--- src/rtl/router_pkt_tx.sv ---
// Store-and-forward packet source for the router input port.
// A command {dest, len} is accepted, the whole payload is buffered, then the
// header, payload and parity bytes are driven onto the router wire under busy.
module router_pkt_tx #(
  parameter int unsigned MAX_LEN = 63,
  parameter int unsigned GAP     = 2
) (
  input  logic        clk,
  input  logic        rst,
  input  logic        cmd_valid,
  output logic        cmd_ready,
  input  logic [1:0]  cmd_dest,
  input  logic [5:0]  cmd_len,
  input  logic        pay_valid,
  output logic        pay_ready,
  input  logic [7:0]  pay_data,
  input  logic        busy,
  output logic        pkt_valid,
  output logic [7:0]  data_out,
  output logic        tx_done,
  output logic        err_cmd,
  output logic [15:0] pkt_count
);

  localparam int unsigned GW = (GAP > 1) ? $clog2(GAP) : 1;

  typedef enum logic [2:0] {
    StIdle,
    StLoad,
    StHeader,
    StPayload,
    StParity,
    StGap
  } state_e;

  state_e        state_q, state_d;
  logic [7:0]    header_q, header_d;
  logic [7:0]    parity_q, parity_d;
  logic [5:0]    wcnt_q, wcnt_d;
  logic [5:0]    rcnt_q, rcnt_d;
  logic [GW-1:0] gcnt_q, gcnt_d;
  logic          tx_done_q, tx_done_d;
  logic          err_q, err_d;
  logic [15:0]   cnt_q, cnt_d;
  logic          rst_q;
  logic [7:0]    mem_q [MAX_LEN];
  logic          mem_we;
  logic          cmd_ok;
  logic [5:0]    len_last;

  assign cmd_ok   = (cmd_dest != 2'd3) && (cmd_len != 6'd0) && (32'(cmd_len) <= MAX_LEN);
  // Length lives in the upper six header bits.
  assign len_last = header_q[7:2] - 6'd1;

  // Next-state logic: command decode, payload capture and wire sequencing.
  always_comb begin
    state_d   = state_q;
    header_d  = header_q;
    parity_d  = parity_q;
    wcnt_d    = wcnt_q;
    rcnt_d    = rcnt_q;
    gcnt_d    = gcnt_q;
    tx_done_d = 1'b0;
    err_d     = 1'b0;
    cnt_d     = cnt_q;
    mem_we    = 1'b0;
    unique case (state_q)
      StIdle: begin
        if (cmd_valid && cmd_ready) begin
          if (cmd_ok) begin
            header_d = {cmd_len, cmd_dest};
            parity_d = {cmd_len, cmd_dest};
            wcnt_d   = 6'd0;
            state_d  = StLoad;
          end else begin
            err_d = 1'b1;
          end
        end
      end
      StLoad: begin
        if (pay_valid) begin
          mem_we   = 1'b1;
          parity_d = parity_q ^ pay_data;
          wcnt_d   = wcnt_q + 6'd1;
          if (wcnt_q == len_last) state_d = StHeader;
        end
      end
      StHeader: begin
        if (!busy) begin
          rcnt_d  = 6'd0;
          state_d = StPayload;
        end
      end
      StPayload: begin
        if (!busy) begin
          if (rcnt_q == len_last) state_d = StParity;
          else                    rcnt_d  = rcnt_q + 6'd1;
        end
      end
      StParity: begin
        if (!busy) begin
          tx_done_d = 1'b1;
          cnt_d     = cnt_q + 16'd1;
          gcnt_d    = '0;
          state_d   = (GAP == 0) ? StIdle : StGap;
        end
      end
      StGap: begin
        // busy is deliberately ignored while spacing packets apart
        gcnt_d = gcnt_q + 1'b1;
        if (32'(gcnt_q) == GAP - 1) state_d = StIdle;
      end
      default: state_d = StIdle;
    endcase
  end

  // State registers; reset overrides everything.
  always_ff @(posedge clk) begin
    rst_q <= rst;
    if (rst) begin
      state_q   <= StIdle;
      header_q  <= 8'd0;
      parity_q  <= 8'd0;
      wcnt_q    <= 6'd0;
      rcnt_q    <= 6'd0;
      gcnt_q    <= '0;
      tx_done_q <= 1'b0;
      err_q     <= 1'b0;
      cnt_q     <= 16'd0;
    end else begin
      state_q   <= state_d;
      header_q  <= header_d;
      parity_q  <= parity_d;
      wcnt_q    <= wcnt_d;
      rcnt_q    <= rcnt_d;
      gcnt_q    <= gcnt_d;
      tx_done_q <= tx_done_d;
      err_q     <= err_d;
      cnt_q     <= cnt_d;
    end
  end

  // Payload buffer write port; contents need no reset.
  always_ff @(posedge clk) begin
    if (mem_we && !rst) mem_q[wcnt_q] <= pay_data;
  end

  // Outputs decoded purely from registered state.
  always_comb begin
    data_out = 8'd0;
    unique case (state_q)
      StHeader:  data_out = header_q;
      StPayload: data_out = mem_q[rcnt_q];
      StParity:  data_out = parity_q;
      default:   data_out = 8'd0;
    endcase
  end

  // rst_q holds cmd_ready low for the cycle following a reset edge.
  assign cmd_ready = (state_q == StIdle) && !rst_q;
  assign pay_ready = (state_q == StLoad);
  assign pkt_valid = (state_q == StHeader) || (state_q == StPayload);
  assign tx_done   = tx_done_q;
  assign err_cmd   = err_q;
  assign pkt_count = cnt_q;

endmodule

--- config.mk ---
export PLATFORM = sky130hd
export DESIGN_NAME = router_pkt_tx
export DESIGN_NICKNAME = d
export VERILOG_FILES = /design/src/rtl/router_pkt_tx.sv
export SDC_FILE = /design/constraint.sdc
export NUM_CORES = 1
export LEC_CHECK = 0
export BUFFER_PORTS_ARGS = -buffer_cell sky130_fd_sc_hd__buf_2
export CAP_MARGIN = 25
export CORE_AREA = 2 2 204 206
export CTS_BUF_LIST = sky130_fd_sc_hd__clkbuf_4
export CTS_CLUSTER_SIZE = 30
export DETAILED_ROUTE_END_ITERATION = 8
export DIE_AREA = 0 0 206 208
export PLACE_DENSITY = 0.72
export SLEW_MARGIN = 5
export SYNTH_ARGS = -nofsm -noshare
export SYNTH_HDL_FRONTEND = slang
export SYNTH_SLANG_ARGS = --single-unit
--- constraint.sdc ---
create_clock -name clk -period 5.4 [get_ports clk]
set_input_delay 1.08 -clock clk [delete_from_list [all_inputs] [get_ports clk]]
set_output_delay 1.08 -clock clk [all_outputs]
set_load 0.005 [all_outputs]
==> flow_summary.json, run 1 <==
{
  "grt_pass1_vias": 12525,
  "fin_crit_sh": 0.885,
  "yosys_warnings": 0,
  "antenna_found_initial": 3,
  "cts_tree": "done",
  "max_freq_ghz": 0.209,
  "ys_async_sr_fraction": 0,
  "start_util": 0.557,
  "hold_path_startpoint": "header_q[0]$_SDFFE_PP0P_",
  "powerDensity_mw_per_mm2": 334,
  "grt_overflow": 0,
  "peakVddDrop_mv": 0.175,
  "drc": 0,
  "drt_iter0_markers": 1663,
  "cts.clk_slew.worst_paths_ns": 0.06,
  "setup_viol": 0,
  "fp-row-count": 74,
  "finalCriticalPeriod_ns": 4.78,
  "die_area_mm2": 0.0428,
  "synth_ff_type": "edfxtp_1",
  "critPathArrivalTime_ns": 3.70,
  "grt_max_degree": 75,
  "avgRoutedWirePerCell_um": 24.8,
  "place_congestion": 0.842,
  "fin_tns_setup_ns": 0,
  "crit_path_end_kind": "output port",
  "pin_count": 50,
  "viasPerCell": 6.15,
  "grtUsageTotal": 0.244,
  "worst_pin_slew_ns": 0.992,
  "syn_to_final_growth_pct": 10.6,
  "start_kind": "flip-flop",
  "status": "completed",
  "drive_gt1_frac": 0.281,
  "regArea_mm2": 0.0163,
  "place_hpwl_mm": 30.6,
  "rsz0062_at_grt": "false",
  "vias": 12566,
  "cts_buffers": 142,
  "dr.pass1.iters": 6,
  "syn_nets": 1302,
  "nets": 1445,
  "hold_class": "flip-flop to flip-flop",
  "ys_seq_area_frac": 0.720,
  "cp.required_ns": 4.32,
  "avgSynthCellArea_um2": 17.7,
  "p_total_w": 0.00835,
  "crit_fanout": 38,
  "fp.dieW_um": 206,
  "r2r-start": "state_q[0]$_SDFFE_PP0P_",
  "finClkSkew_ns": 0.0676,
  "multi_input_area_mm2": 0.00592,
  "synth_area_mm2": 0.0226,
  "die_h_um": 208,
  "antenna_left": 0,
  "clk_latency_ns": 0.85,
  "hold_buffers": 0,
  "finalInstanceArea_mm2": 0.0250,
  "cts_root_buffer": "clkbuf_4",
  "ctsHtreeMaxLevel": 4,
  "synth_cells": 1277,
  "core_mm2": 0.0406,
  "relSlewSlack": 0.336,
  "ys_types": 60,
  "drv_slew": 0,
  "cts.sinks": 561,
  "postCtsSetupBuffers": 0,
  "grt_pass1_wl_mm": 76.5,
  "hold_viol_final": 0,
  "synth_edf_count": 504,
  "place_area_mm2": 0.0233,
  "clockBufferDepth": 3,
  "drv_cap": 0,
  "fill_cells": 2915,
  "synth_seq_cells": 561,
  "cts_resized": 0,
  "leakage_nw": 7.88,
  "path_class": "flip-flop to output port",
  "drt-total-wl_mm": 50.7,
  "numPortBuffers": 49
}
[final timing paths]
path	endpoint	slack [ns]	depth (start not counted)
setup reg to reg	mem_q[20][2]$_DFFE_PP_	1.74	7
hold reg to reg	header_q[0]$_SDFFE_PP0P_	0.51	2
setup / recovery	data_out[1]	0.62	6
hold / removal	header_q[0]$_SDFFE_PP0P_	0.51	2
[synthesized netlist by cell type (all sizes together) (2+ instances only)]
cell type,count,share of area
inv,10,0.0017
mux2,12,0.0060
nand3b,9,0.0030
or2,9,0.0025
a211oi,5,0.0017
nand2b,4,0.0011
o311ai,3,0.0012
ha,4,0.0022
nor3,8,0.0024
o31ai,3,0.0010
nor4,6,0.0019
or3,3,0.00083
o21ai,26,0.0058
nand4,11,0.0030
mux4,119,0.12
mux2i,49,0.022
and3,4,0.0011
a22o,3,0.0012
nand4b,3,0.0012
a211o,2,0.00078
a21oi,35,0.0078
clkbuf,24,0.0040
xor2,18,0.0070
dfxtp,57,0.050
nor3b,10,0.0038
xnor2,18,0.0070
nor2,118,0.020
o211ai,11,0.0037
nand2,53,0.0088
a31oi,3,0.00083
nor2b,10,0.0028
or4,4,0.0013
or3b,3,0.0012
and4,3,0.0012
a32oi,6,0.0023
buf,47,0.012
o22ai,7,0.0019
a22oi,12,0.0040
nand3,33,0.0073
edfxtp,504,0.67
[cell families after synthesis]
group	Yosys count	share of synthesized area
AO/OA/AOI/OAI	121	0.0339
multiplexers	180	0.146
adder cells (fa/ha/maj)	4	0.00221
XOR/XNOR	37	0.0149
AND/OR/NAND/NOR	293	0.0645
buffers and inverters	81	0.0180
flip-flops	561	0.720
[per-layer routing]
metal | global-route usage | routed length [um] | vias up
met4 | 0.0943 | 1230 | 2
met1 | 0.350 | 20500 | 6385
li1 | - | - | 5456
met5 | 0 | 11 | -
met3 | 0.0569 | 4560 | 109
met2 | 0.366 | 24400 | 614
[metrics by stage]
step	hold WS [ns]	worst slack (ns)	std cells	utilization
after floorplan	0.462	2.37	1277	-
after global placement	0.481	1.53	1807	0.575
after detailed placement	0.497	1.52	1807	0.575
after CTS	0.434	0.614	2041	0.616
after global routing	0.456	0.485	2043	0.617
final	0.506	0.623	2043	0.617
[area by class of cell]
cell class / instances / area share
Clock inverter: 33 / 0.00626
Tap cell: 532 / 0.0266
Inverter: 10 / 0.00150
Clock buffer: 201 / 0.0604
Antenna cell: 1 / 0.000100
Timing Repair Buffer: 70 / 0.0171
Multi-Input combinational cell: 635 / 0.237
Sequential cell: 561 / 0.651
[sequential cells by signal, summed over array words and instances, names as in the netlist, named ones only]
register,count
rst_q,1
tx_done,1
header_q,8
gcnt_q,1
pkt_count,16
err_cmd,1
rcnt_q,6
mem_q,504
parity_q,8
wcnt_q,6
state_q,3
[worst max-delay path, stage by stage, from the launching register on]
cell and delay, ns:
dfxtp_4 0.75, mux4_2 0.58, o22ai_1 0.25, nor2_1 0.10
o311ai_0 0.65, nand3_1 0.30, buf_2 0.21
[power by group]
group	total, W	switching (W)	leakage, nW	internal, W
Combinational	0.000237	0.000171	1.89	0.0000659
Sequential	0.00475	0.0000174	4.99	0.00474
Clock	0.00336	0.00161	1.00	0.00175
Total	0.00835	0.00180	7.88	0.00655
[placed cells by master (no fill, tap or decap), drive strengths merged, types with 4 or more instances in the layout]
cell type	Yosys	layout
clkbuf	24	202
nor3	8	8
nand4	11	11
a32oi	6	6
dfxtp	57	57
o21ai	26	26
o211ai	11	11
nand2	53	53
a21oi	35	35
inv	10	13
o22ai	7	7
nor2	118	118
or4	4	4
nor3b	10	10
mux2i	49	49
a22oi	12	12
or2	9	9
nand3	33	33
ha	4	4
clkinv	0	28
buf	47	69
xor2	18	18
a211oi	5	5
nor2b	10	10
xnor2	18	18
mux4	119	119
edfxtp	504	504
nand3b	9	9
nor4	6	6
and3	4	4
nand2b	4	4
mux2	12	12
Power figures use the tool's default switching activity.
==> run 2, diff against run 1 <==
==> constraint.sdc (replaced) <==
create_clock -name clk -period 5.4 [get_ports clk]
set_input_delay 1.08 -clock clk [delete_from_list [all_inputs] [get_ports clk]]
set_output_delay 1.08 -clock clk [all_outputs]
set_load 0.01 [all_outputs]
==> run 2 against run 1 <==
  * Wire length shrank 1.2%
  * Clock-buffer cell count grew 1
  * Clock power grew 7.4%
  * Final area grew 0.62%
  * Worst setup slack lost 0.11 ns
  * Combinational power is essentially flat
  * Sequential power is essentially flat
  * Utilization grew 0.38 points
  * Fmax shrank 2.3%
  * Largest cell class unchanged
  * Largest power group unchanged
  * Highest routed layer is now met4
==> flow_summary.json, run 2 (synthesized netlist as in run 1, its figures left out) <==
{
  "holdPathStages": 3,
  "worstPathCellList": "mux4_2 -> o22ai_1 -> nor2_1 -> o311ai_0 -> nand3_1 -> buf_2",
  "status": "completed",
  "drv_cap": 0,
  "relSlewSlack": 0.332,
  "cts_resized": 0,
  "place_congestion": 0.862,
  "layout_common_cells": "504 x edfxtp_1, 203 x clkbuf_4, 119 x mux4_2",
  "setup_viol": 0,
  "vias": 12471,
  "drc": 0,
  "antenna_left": 0,
  "avgRoutedWirePerCell_um": 24.5,
  "postCtsSetupBuffers": 0,
  "grt_max_degree": 82,
  "cts.sinks": 561,
  "grt_overflow": 0,
  "clk_latency_ns": 0.86,
  "cts_root_buffer": "clkbuf_4",
  "hold_class": "input port to flip-flop",
  "die_h_um": 208,
  "start_util": 0.557,
  "fin_crit_sh": 0.906,
  "multi_input_area_mm2": 0.00592,
  "viasPerCell": 6.10,
  "ctsHtreeMaxLevel": 4,
  "rsz0062_at_grt": "false",
  "r2r_cells": 7,
  "core_mm2": 0.0406,
  "hold_viol_final": 0,
  "drive_gt1_frac": 0.286,
  "clockBufferDepth": 3,
  "place_hpwl_mm": 30.7,
  "nets": 1443,
  "drt-total-wl_mm": 50.0,
  "grt_pass1_vias": 12498,
  "finClkSkew_ns": 0.0412,
  "drv_slew": 0,
  "fp.dieW_um": 206,
  "path_class": "flip-flop to output port",
  "grt_pass1_wl_mm": 75.6,
  "drt_iter0_markers": 1503,
  "layout_setup_ws_ns": 0.510,
  "start_kind": "flip-flop",
  "pin_count": 50,
  "largest_reg_flops": 504,
  "final_common_cell": "edfxtp_1",
  "pre_cts_slack_ns": 1.42,
  "powerDensity_mw_per_mm2": 342,
  "critPathArrivalTime_ns": 3.81,
  "fill_cells": 2864,
  "die_area_mm2": 0.0428,
  "regArea_mm2": 0.0163,
  "peakVddDrop_mv": 0.135,
  "cts_tree": "done",
  "finalCriticalPeriod_ns": 4.89,
  "cts.clk_slew.worst_paths_ns": 0.07,
  "fp-row-count": 74,
  "cp_slowest_stage_delay_ns": 0.92,
  "crit_path_end_kind": "output port",
  "crit_fanout": 60,
  "cp_slowest_cell": "dfxtp_4",
  "hold_buffers": 0,
  "antenna_found_initial": 1,
  "hold-worst-slack_ns": 0.491,
  "grtUsageTotal": 0.240,
  "cts_buffers": 139,
  "worst_pin_slew_ns": 0.998,
  "dr.pass1.iters": 5,
  "regMostFlops": "mem_q",
  "syn_to_final_growth_pct": 11.3,
  "cp.required_ns": 4.32,
  "max_freq_ghz": 0.205,
  "leakage_nw": 7.95,
  "fin_tns_setup_ns": 0,
  "numPortBuffers": 49
}
-- run 2: layout make-up --
| type | instances | share of cell area |
|---|---|---|
| Sequential cell | 561 | 0.647 |
| Tap cell | 532 | 0.0265 |
| Multi-Input combinational cell | 635 | 0.235 |
| Clock buffer | 202 | 0.0603 |
| Inverter | 10 | 0.00149 |
| Antenna cell | 1 | 0.0000995 |
| Timing Repair Buffer | 71 | 0.0173 |
| Clock inverter | 33 | 0.0117 |
-- run 2: where the power goes --
part / total [W] / switching [W] / leakage (nW) / internal, W
sequential: 0.00475 / 0.0000178 / 4.99 / 0.00474
combinational: 0.000239 / 0.000173 / 1.90 / 0.0000665
clock: 0.00361 / 0.00162 / 1.06 / 0.00199
-- run 2: through the flow --
stage	cells	utilization	total power [W]	cell area, um^2
3_3_place_gp	1808	0.575	0.00508	23300
2_1_floorplan	1277	-	0.00497	22600
4_1_cts	2043	0.620	0.00868	25100
6_report	2045	0.620	0.00861	25200
5_1_grt	2045	0.620	0.00892	25200
3_5_place_dp	1808	0.575	0.00509	23300
-- run 2: layer usage --
metal | wire (um) | vias up | GRT usage | part of all wire
met5 | 0 | - | 0 | 0
met4 | 1210 | 0 | 0.0963 | 0.024
met3 | 4310 | 88 | 0.0603 | 0.086
met2 | 23800 | 616 | 0.365 | 0.47
met1 | 20800 | 6316 | 0.337 | 0.41
li1 | - | 5451 | - | -
-- run 2: final timing paths --
kind,from,end,slack [ns]
max,flip-flop,data_out[1],0.51
min reg2reg,parity_q[7]$_SDFFE_PP0P_,parity_q[7]$_SDFFE_PP0P_,0.50
min,cmd_valid,err_cmd$_SDFF_PP0_,0.49
max reg2reg,state_q[0]$_SDFFE_PP0P_,mem_q[23][7]$_DFFE_PP_,1.68
-- run 2: critical path, delay by kind of cell, from the launching register on --
| kind | cells | cell delay [ns] |
|---|---|---|
| DFF | 1 | 0.92 |
| AOI/OAI and AO/OA | 2 | 0.92 |
| and+or+nand+nor | 2 | 0.44 |
| muxes | 1 | 0.42 |
| buffers and inverters | 1 | 0.24 |
